<file path="config.mk">
export PLATFORM = sky130hd
export DESIGN_NAME = ex_operand_stage
export DESIGN_NICKNAME = d
export VERILOG_FILES = /design/src/rtl/ex_operand_stage.sv
export SDC_FILE = /design/constraint.sdc
export NUM_CORES = 1
export LEC_CHECK = 0
export ABC_AREA = 1
export CAP_MARGIN = 25
export CORE_MARGIN = 5
export CORE_UTILIZATION = 30
export CTS_CLUSTER_DIAMETER = 50
export DETAILED_ROUTE_END_ITERATION = 10
export DONT_BUFFER_PORTS = 1
export SYNTH_ARGS = -nofsm -noshare
export SYNTH_HDL_FRONTEND = slang
export SYNTH_SLANG_ARGS = --single-unit
</file>
<file path="constraint.sdc">
create_clock -name clk -period 1.9 [get_ports clk]
set_input_delay 0.285 -clock clk [delete_from_list [all_inputs] [get_ports clk]]
set_output_delay 0.285 -clock clk [all_outputs]
set_load 0.005 [all_outputs]
</file>
<file path="src/rtl/ex_operand_stage.sv">
// Operand stage in front of the ALU: resolves rs1/rs2 by forwarding, picks imm or rs2 for bin,
// and registers the result behind a valid/ready handshake with a one-entry skid for a registered id_ready.
module ex_operand_stage #(
    parameter int XLEN = 32,
    parameter int RA_W = 5
) (
    input  logic            clk,
    input  logic            rst_n,
    input  logic            flush,
    input  logic            id_valid,
    output logic            id_ready,
    input  logic [RA_W-1:0] id_rs1_addr,
    input  logic [RA_W-1:0] id_rs2_addr,
    input  logic [XLEN-1:0] id_rs1_data,
    input  logic [XLEN-1:0] id_rs2_data,
    input  logic [XLEN-1:0] id_imm,
    input  logic            id_use_imm,
    input  logic [2:0]      id_alu_op,
    input  logic [RA_W-1:0] id_rd_addr,
    input  logic            id_reg_write,
    input  logic [RA_W-1:0] exmem_rd,
    input  logic            exmem_reg_write,
    input  logic [XLEN-1:0] exmem_result,
    input  logic [RA_W-1:0] memwb_rd,
    input  logic            memwb_reg_write,
    input  logic [XLEN-1:0] memwb_result,
    output logic            ex_valid,
    input  logic            ex_ready,
    output logic [XLEN-1:0] ain,
    output logic [XLEN-1:0] bin,
    output logic [2:0]      alu_op,
    output logic [RA_W-1:0] ex_rd_addr,
    output logic            ex_reg_write
);

    typedef struct packed {
        logic [XLEN-1:0] a;
        logic [XLEN-1:0] b;
        logic [2:0]      op;
        logic [RA_W-1:0] rd;
        logic            rw;
    } entry_t;

    // EX/MEM wins over MEM/WB; x0 is hardwired and never forwarded.
    function automatic logic [XLEN-1:0] fwd_operand(
        input logic [RA_W-1:0] addr,
        input logic [XLEN-1:0] rf_data,
        input logic            em_we,
        input logic [RA_W-1:0] em_rd,
        input logic [XLEN-1:0] em_res,
        input logic            mw_we,
        input logic [RA_W-1:0] mw_rd,
        input logic [XLEN-1:0] mw_res
    );
        if (addr != '0 && em_we && em_rd == addr) begin
            return em_res;
        end else if (addr != '0 && mw_we && mw_rd == addr) begin
            return mw_res;
        end
        return rf_data;
    endfunction

    logic   ex_valid_q, ex_valid_d;
    logic   skid_valid_q, skid_valid_d;
    logic   id_ready_q, id_ready_d;
    entry_t main_q, main_d;
    entry_t skid_q, skid_d;
    entry_t new_entry;
    logic   accept;
    logic   consume;
    logic   main_free;
    logic [XLEN-1:0] rs2_fwd;

    always_comb begin
        rs2_fwd = fwd_operand(id_rs2_addr, id_rs2_data, exmem_reg_write, exmem_rd,
                              exmem_result, memwb_reg_write, memwb_rd, memwb_result);
        new_entry.a  = fwd_operand(id_rs1_addr, id_rs1_data, exmem_reg_write, exmem_rd,
                                   exmem_result, memwb_reg_write, memwb_rd, memwb_result);
        new_entry.b  = id_use_imm ? id_imm : rs2_fwd;
        new_entry.op = id_alu_op;
        new_entry.rd = id_rd_addr;
        new_entry.rw = id_reg_write;
    end

    assign accept    = id_valid && id_ready_q && !flush;
    assign consume   = ex_valid_q && ex_ready;
    assign main_free = !ex_valid_q || consume;

    always_comb begin
        ex_valid_d   = ex_valid_q;
        skid_valid_d = skid_valid_q;
        main_d       = main_q;
        skid_d       = skid_q;
        if (flush) begin
            ex_valid_d   = 1'b0;
            skid_valid_d = 1'b0;
        end else if (skid_valid_q) begin
            // id_ready is low while the skid is occupied, so no accept can happen here.
            if (consume) begin
                main_d       = skid_q;
                skid_valid_d = 1'b0;
            end
        end else if (accept) begin
            if (main_free) begin
                main_d     = new_entry;
                ex_valid_d = 1'b1;
            end else begin
                skid_d       = new_entry;
                skid_valid_d = 1'b1;
            end
        end else if (consume) begin
            ex_valid_d = 1'b0;
        end
        id_ready_d = !skid_valid_d;
    end

    always_ff @(posedge clk or negedge rst_n) begin
        if (!rst_n) begin
            ex_valid_q   <= 1'b0;
            skid_valid_q <= 1'b0;
            id_ready_q   <= 1'b1;
            main_q       <= '0;
            skid_q       <= '0;
        end else begin
            ex_valid_q   <= ex_valid_d;
            skid_valid_q <= skid_valid_d;
            id_ready_q   <= id_ready_d;
            main_q       <= main_d;
            skid_q       <= skid_d;
        end
    end

    assign id_ready     = id_ready_q;
    assign ex_valid     = ex_valid_q;
    assign ain          = main_q.a;
    assign bin          = main_q.b;
    assign alu_op       = main_q.op;
    assign ex_rd_addr   = main_q.rd;
    assign ex_reg_write = ex_valid_q && main_q.rw;

endmodule
</file>
==> results.py, run 1 <==
metrics = {
    "run_status": {
        "status": "finished, violations left",
        "violations": "negative hold slack",
    },
    "pwr": {
        "p_comb_frac": 0.171,
        "p_switching_uw": 3061,
        "vdd_drop_max_mv": 0.6009,
        "swShare": 0.3128,
        "p_clk_frac": 0.353,
        "p_total_uw": 9786,
        "p_int_uw": 6724,
        "leakage_uw": 0.005274,
        "seqPwrFrac": 0.476,
        "cellPowerDensity_mw_per_mm2": 956.9,
    },
    "timing": {
        "worst_pin_slew_ps": 633.4,
        "setup_slack_ps": 172.8,
        "finalCritPeriodShare": 0.9091,
        "slew_violations": 0,
        "fin_setup_tns_ps": 0,
        "clock_skew_ps": 18.73,
        "finalSetupViolations": 0,
        "relSlewSlack": 0.5778,
        "whs_ps": -452.3,
        "timing.fmax_ghz": 0.5790,
        "rsz0062_at_grt": "no",
        "hold_viol": 149,
        "period_minus_slack_ps": 1727,
    },
    "synthesis": {
        "synth_cell_types": 28,
        "synth_largest_area_cell": "dfrtp_1",
        "ys_seq_area_frac": 0.3911,
        "syn_inst": 1427,
        "syn_avg_cell_area_um2": 6.684,
        "synth_nets": 1624,
        "ys_seq_elements": 149,
        "yosysWarnings": 0,
        "synth_top_area_frac": 0.3883,
        "synth_area_mm2": 0.009538,
        "synth.area.top_cells": "dfrtp_1 (39%), nand2_1 (20%), nand3_1 (11%)",
    },
    "critical_path": {
        "critPathLaunchType": "register",
        "end_kind": "register",
        "path_buf_inv": 3,
        "critPathRequiredTime_ps": 2270,
        "cp.depth": 9,
        "worst-setup-path-type": "register to register",
        "worst-endpoint-arrival_ps": 2100,
        "slowest_delay_ps": 550,
        "cp_max_fo": 33,
        "slowest_stage": "dfstp_2",
        "reg2regPathDepth": 9,
        "path_cells": "nand3_1 > inv_2 > nor2_1 > nor3_4 > inv_4 > buf_16 > nor2_1 > nand2_1 > nand2_1",
        "cp_top_family": "simple AND/OR/NAND/NOR gates",
    },
    "global_routing": {
        "overflow": 0,
        "grt_pass1_vias": 8295,
        "groute.usage.overall": 0.1901,
        "grt_max_degree": 150,
        "antenna_found_initial": 2,
        "grt_pass1_wl_um": 51560,
    },
    "clock_tree": {
        "cts_sinks": 149,
        "cts_root_buffer": "clkbuf_16",
        "cts_tree": "built",
        "clk_latency_ps": 440,
        "cts_buffer_depth": 2,
        "numCtsBuffers": 17,
        "hold_buffers": 18,
        "clkTransAtPathRegs_ps": 70,
        "cts_max_level": 4,
    },
    "detailed_routing": {
        "detail_route.wl_per_cell_um": 19.89,
        "vias": 8843,
        "drt_iter0_drc": 678,
        "drt_pass1_iterations": 7,
        "ant_nets": 0,
        "routed_wl_um": 34760,
        "routed_via_density": 5.059,
        "drc_errors": 0,
    },
    "worst_hold_path": {
        "hold_path_class": "primary input to asynchronous set/reset pin",
    },
    "floorplan": {
        "die_h_um": 188.3,
        "die_area_mm2": 0.03546,
        "start_util": 0.3030,
        "num_rows": 65,
        "ios": 272,
        "core_mm2": 0.03147,
        "chipWidth_um": 188.3,
    },
    "cells_and_area": {
        "layout-area-overhead-vs-synth_pct": 7.215,
        "drive_gt1_frac": 0.05952,
        "final_nets": 1528,
        "fin_area_mm2": 0.01023,
    },
    "placement": {
        "placed_cell_area_mm2": 0.009429,
        "port_buffers": 0,
        "gp_congestion": 0.8826,
        "pre_cts_ws_ps": 70.98,
        "hpwl_um": 25130,
    },
    "run": {
        "cap_violations": 0,
    },
}
sequential cells by signal (all words and copies together), names as in the netlist, 3 cells and up:
| register | count |
|---|---|
| ain | 32 |
| alu_op | 3 |
| bin | 32 |
| ex_rd_addr | 5 |
| skid_q | 73 |
cell families (layout without fill, tap and decap cells):
family          Yosys count  in the layout  synth area share
compound gates           87             87           0.05470
xor+xnor                  7              7          0.006428
buf+inv                 255            172            0.1452
flops                   149            149            0.3911
other cells               0              2                 0
simple gates            929            929            0.4026
layout by cell type, fill, tap and decap left out, types with 3 or more instances in the layout:
cell type / instances
a21oi_1: 19
a31oi_1: 65
buf_12: 15
buf_4: 9
clkbuf_16: 18
clkinv_1: 29
clkinv_4: 3
dfrtp_1: 148
dlygate4sd3_1: 18
inv_1: 55
inv_2: 9
inv_4: 3
inv_6: 4
nand2_1: 500
nand2_2: 4
nand3_1: 214
nand3b_1: 8
nor2_1: 195
nor2_4: 4
xnor2_1: 3
xor2_1: 4
power groups by stage:
stage	logic (uW)	clock network [uW]	registers [uW]
floorplan	1930	0	4440
global placement	1590	0	4700
detailed placement	1630	0	4730
CTS	1670	3530	4680
global route	1950	3700	4770
finish	1670	3450	4660
cells in the mapped netlist, drive strengths merged:
master / number
xor2: 4
clkbuf: 27
o211ai: 1
inv: 67
xnor2: 3
nor2: 199
nor3: 1
dfrtp: 148
clkinv: 29
buf: 132
nand2: 504
a21boi: 1
a21oi: 19
nor3b: 1
dfstp: 1
a31oi: 65
nand3b: 8
o21ai: 1
nand4: 2
nand3: 214
metal layers:
metal | GRT usage | vias to the layer above | routed length, um
li1 | - | 4262 | -
met1 | 0.2441 | 4158 | 14340
met2 | 0.2968 | 371 | 15980
met3 | 0.06780 | 52 | 3260
met4 | 0.06811 | 0 | 1176
met5 | 0 | - | 0
final cells by class:
| class | count | area (um2) |
|---|---|---|
| Multi-Input combinational cell | 1023 | 4441 |
| Timing Repair Buffer | 44 | 600.6 |
| Inverter | 96 | 367.9 |
| Clock inverter | 13 | 146.4 |
| Tap cell | 402 | 503.0 |
| Antenna cell | 2 | 5.005 |
| Sequential cell | 149 | 3730 |
| Clock buffer | 19 | 432.9 |
| Fill cell | 3399 | 21250 |
path summary, 6_finish.rpt:
| check | slack (ps) | start | end |
|---|---|---|---|
| hold reg to reg | 480 | skid_q[3] | skid_q[3] |
| setup / recovery | 170 | id_ready | ain[8] |
| max in group asynchronous | 2060 | rst_n | skid_q[29] |
| min in group clk | 20 | id_imm[14] | skid_q[23] |
| setup reg to reg | 170 | id_ready | ain[8] |
| hold / removal | -450 | rst_n | ain[4] |
timing repair:
action	CTS	global route
endpoints found under the hold margin	177	149
setup buffers	0	0
setup endpoints to repair	0	6
gates resized for setup	0	1
through the flow:
step,util,instances
3_5_place_dp,0.2996,1695
4_1_cts,0.3237,1745
5_1_grt,0.3248,1747
3_3_place_gp,0.2996,1695
6_report,0.3249,1748
2_1_floorplan,-,1427
No activity file was read; power rests on OpenSTA's default activity.
==> inputs of run 2 (changes only) <==
--- a/config.mk
+++ b/config.mk
@@ -7,7 +7,7 @@
 export LEC_CHECK = 0
 export ABC_AREA = 1
 export CAP_MARGIN = 25
-export CORE_MARGIN = 5
+export CORE_MARGIN = 8
 export CORE_UTILIZATION = 30
 export CTS_CLUSTER_DIAMETER = 50
 export DETAILED_ROUTE_END_ITERATION = 10
==> results.py, run 2 (synthesized netlist as in run 1, its figures left out) <==
metrics = {
    "run_status": {
        "status": "finished, violations left",
        "violations": "negative hold slack",
    },
    "pwr": {
        "leakage_uw": 0.005336,
        "p_int_uw": 6894,
        "swShare": 0.3065,
        "seqPwrFrac": 0.471,
        "cellPowerDensity_mw_per_mm2": 961.0,
        "p_switching_uw": 3047,
        "vdd_drop_max_mv": 0.5872,
        "p_clk_frac": 0.359,
        "p_comb_frac": 0.169,
    },
    "detailed_routing": {
        "vias": 8797,
        "routed_via_density": 4.981,
        "drt_pass1_iterations": 5,
        "drt_iter0_drc": 636,
        "ant_nets": 0,
        "detail_route.wl_per_cell_um": 20.35,
        "drc_errors": 0,
        "routed_wl_um": 35930,
    },
    "worst_hold_path": {
        "hold_path_class": "primary input to asynchronous set/reset pin",
    },
    "critical_path": {
        "critPathLaunchType": "register",
        "worst-setup-path-type": "register to register",
        "worst-endpoint-arrival_ps": 2060,
        "path_cells": "nand3_1 > inv_2 > nor2_1 > nor3_4 > inv_4 > buf_12 > nor2_1 > nand2_1 > nand2_1",
        "cp_max_fo": 58,
        "critPathRequiredTime_ps": 2260,
        "end_kind": "register",
        "slowest_delay_ps": 550,
        "slowest_stage": "dfstp_2",
    },
    "floorplan": {
        "chipWidth_um": 194.3,
        "die_area_mm2": 0.03775,
        "ios": 272,
        "core_mm2": 0.03147,
        "num_rows": 65,
        "die_h_um": 194.3,
        "start_util": 0.3030,
    },
    "cells_and_area": {
        "largest_register_ffs": 73,
        "final_cell_mix": "nand2_1 (500), nand3_1 (214), nor2_1 (195)",
        "fin_area_mm2": 0.01034,
        "drive_gt1_frac": 0.06324,
        "fillers": 3404,
        "layout_commonest_cell": "nand2_1",
        "final_nets": 1544,
        "layout-area-overhead-vs-synth_pct": 8.461,
        "regMostFlops": "skid_q",
    },
    "placement": {
        "placed_cell_area_mm2": 0.009464,
        "pre_cts_ws_ps": 76.01,
        "hpwl_um": 26400,
        "port_buffers": 0,
        "gp_congestion": 0.8637,
    },
    "timing": {
        "whs_ps": -446.1,
        "fin_setup_tns_ps": 0,
        "finalCritPeriodShare": 0.8922,
        "finalSetupViolations": 0,
        "period_minus_slack_ps": 1695,
        "relSlewSlack": 0.5309,
        "timing.fmax_ghz": 0.5899,
        "worst_pin_slew_ps": 702.8,
        "slew_violations": 0,
        "clock_skew_ps": 14.80,
        "setup_slack_ps": 204.8,
        "rsz0062_at_grt": "no",
        "hold_viol": 149,
    },
    "clock_tree": {
        "post_cts_buffers": 0,
        "clkTransAtPathRegs_ps": 60,
        "clk_latency_ps": 440,
        "ctsResizeCount": 0,
        "cts_sinks": 149,
        "cts_tree": "built",
        "cts_buffer_depth": 2,
        "cts_max_level": 4,
        "hold_buffers": 27,
        "numCtsBuffers": 17,
        "cts_root_buffer": "clkbuf_16",
    },
    "global_routing": {
        "grt_max_degree": 150,
        "antenna_found_initial": 4,
        "grt_pass1_vias": 8676,
        "groute.usage.overall": 0.1877,
        "grt_pass1_wl_um": 54340,
        "overflow": 0,
    },
    "run": {
        "cap_violations": 0,
    },
}
run 2: path summary, 6_finish.rpt:
kind	endpoint	from	slack [ps]	depth (start not counted)
max reg2reg	ain[11]	id_ready	200	9
max in group asynchronous	bin[29]	rst_n	2100	0
min reg2reg	skid_q[67]	skid_q[67]	490	2
min in group clk	skid_q[19]	id_imm[10]	20	2
min	ex_rd_addr[0]	rst_n	-450	0
max	ain[11]	id_ready	200	9
run 2: per-stage QoR:
step | power, uW | utilization | instances
global placement | 6314 | 0.3007 | 1703
CTS | 10050 | 0.3284 | 1762
detailed placement | 6383 | 0.3007 | 1703
global route | 10510 | 0.3287 | 1766
finish | 9941 | 0.3287 | 1766
floorplan | 6376 | - | 1427
run 2: area by class of cell:
| cell class | instances | area [um2] | area share |
|---|---|---|---|
| repair buffers | 60 | 693.2 | 0.06701 |
| flip-flops and latches | 149 | 3730 | 0.3605 |
| multi-input cells | 1023 | 4441 | 0.4292 |
| clock inverters | 11 | 150.1 | 0.01451 |
| diodes | 4 | 10.01 | 0.0009676 |
| inverters | 96 | 367.9 | 0.03556 |
| well taps | 402 | 503.0 | 0.04862 |
| clock buffers | 21 | 450.4 | 0.04354 |
run 2: worst max-delay path, delay by kind of cell (launching register included):
family,cells,cell delay [ps]
flops,1,550
simple gates,6,660
buf+inv,3,380
run 2: routing by layer:
metal | global-route usage | routed length [um] | vias up
met3 | 0.07031 | 3483 | 40
met4 | 0.07100 | 903 | 0
met1 | 0.2268 | 14850 | 4120
met2 | 0.3007 | 16700 | 348
li1 | - | - | 4289
met5 | 0 | 0 | -
run 2: power by group through the flow:
stage	combinational [uW]	sequential (uW)	clock (uW)
after floorplan	1930	4440	0
after global placement	1590	4720	0
after detailed placement	1630	4750	0
after CTS	1690	4700	3670
after global routing	1960	4790	3760
final	1680	4690	3570
==> inputs of run 3 (changes only) <==
--- a/config.mk
+++ b/config.mk
@@ -9,7 +9,7 @@
 export CAP_MARGIN = 25
 export CORE_MARGIN = 8
 export CORE_UTILIZATION = 30
-export CTS_CLUSTER_DIAMETER = 50
+export CTS_CLUSTER_DIAMETER = 30
 export DETAILED_ROUTE_END_ITERATION = 10
 export DONT_BUFFER_PORTS = 1
 export SYNTH_ARGS = -nofsm -noshare
==> results of run 3 <==
Final layout, timing and power as in run 2 (identical DEF).
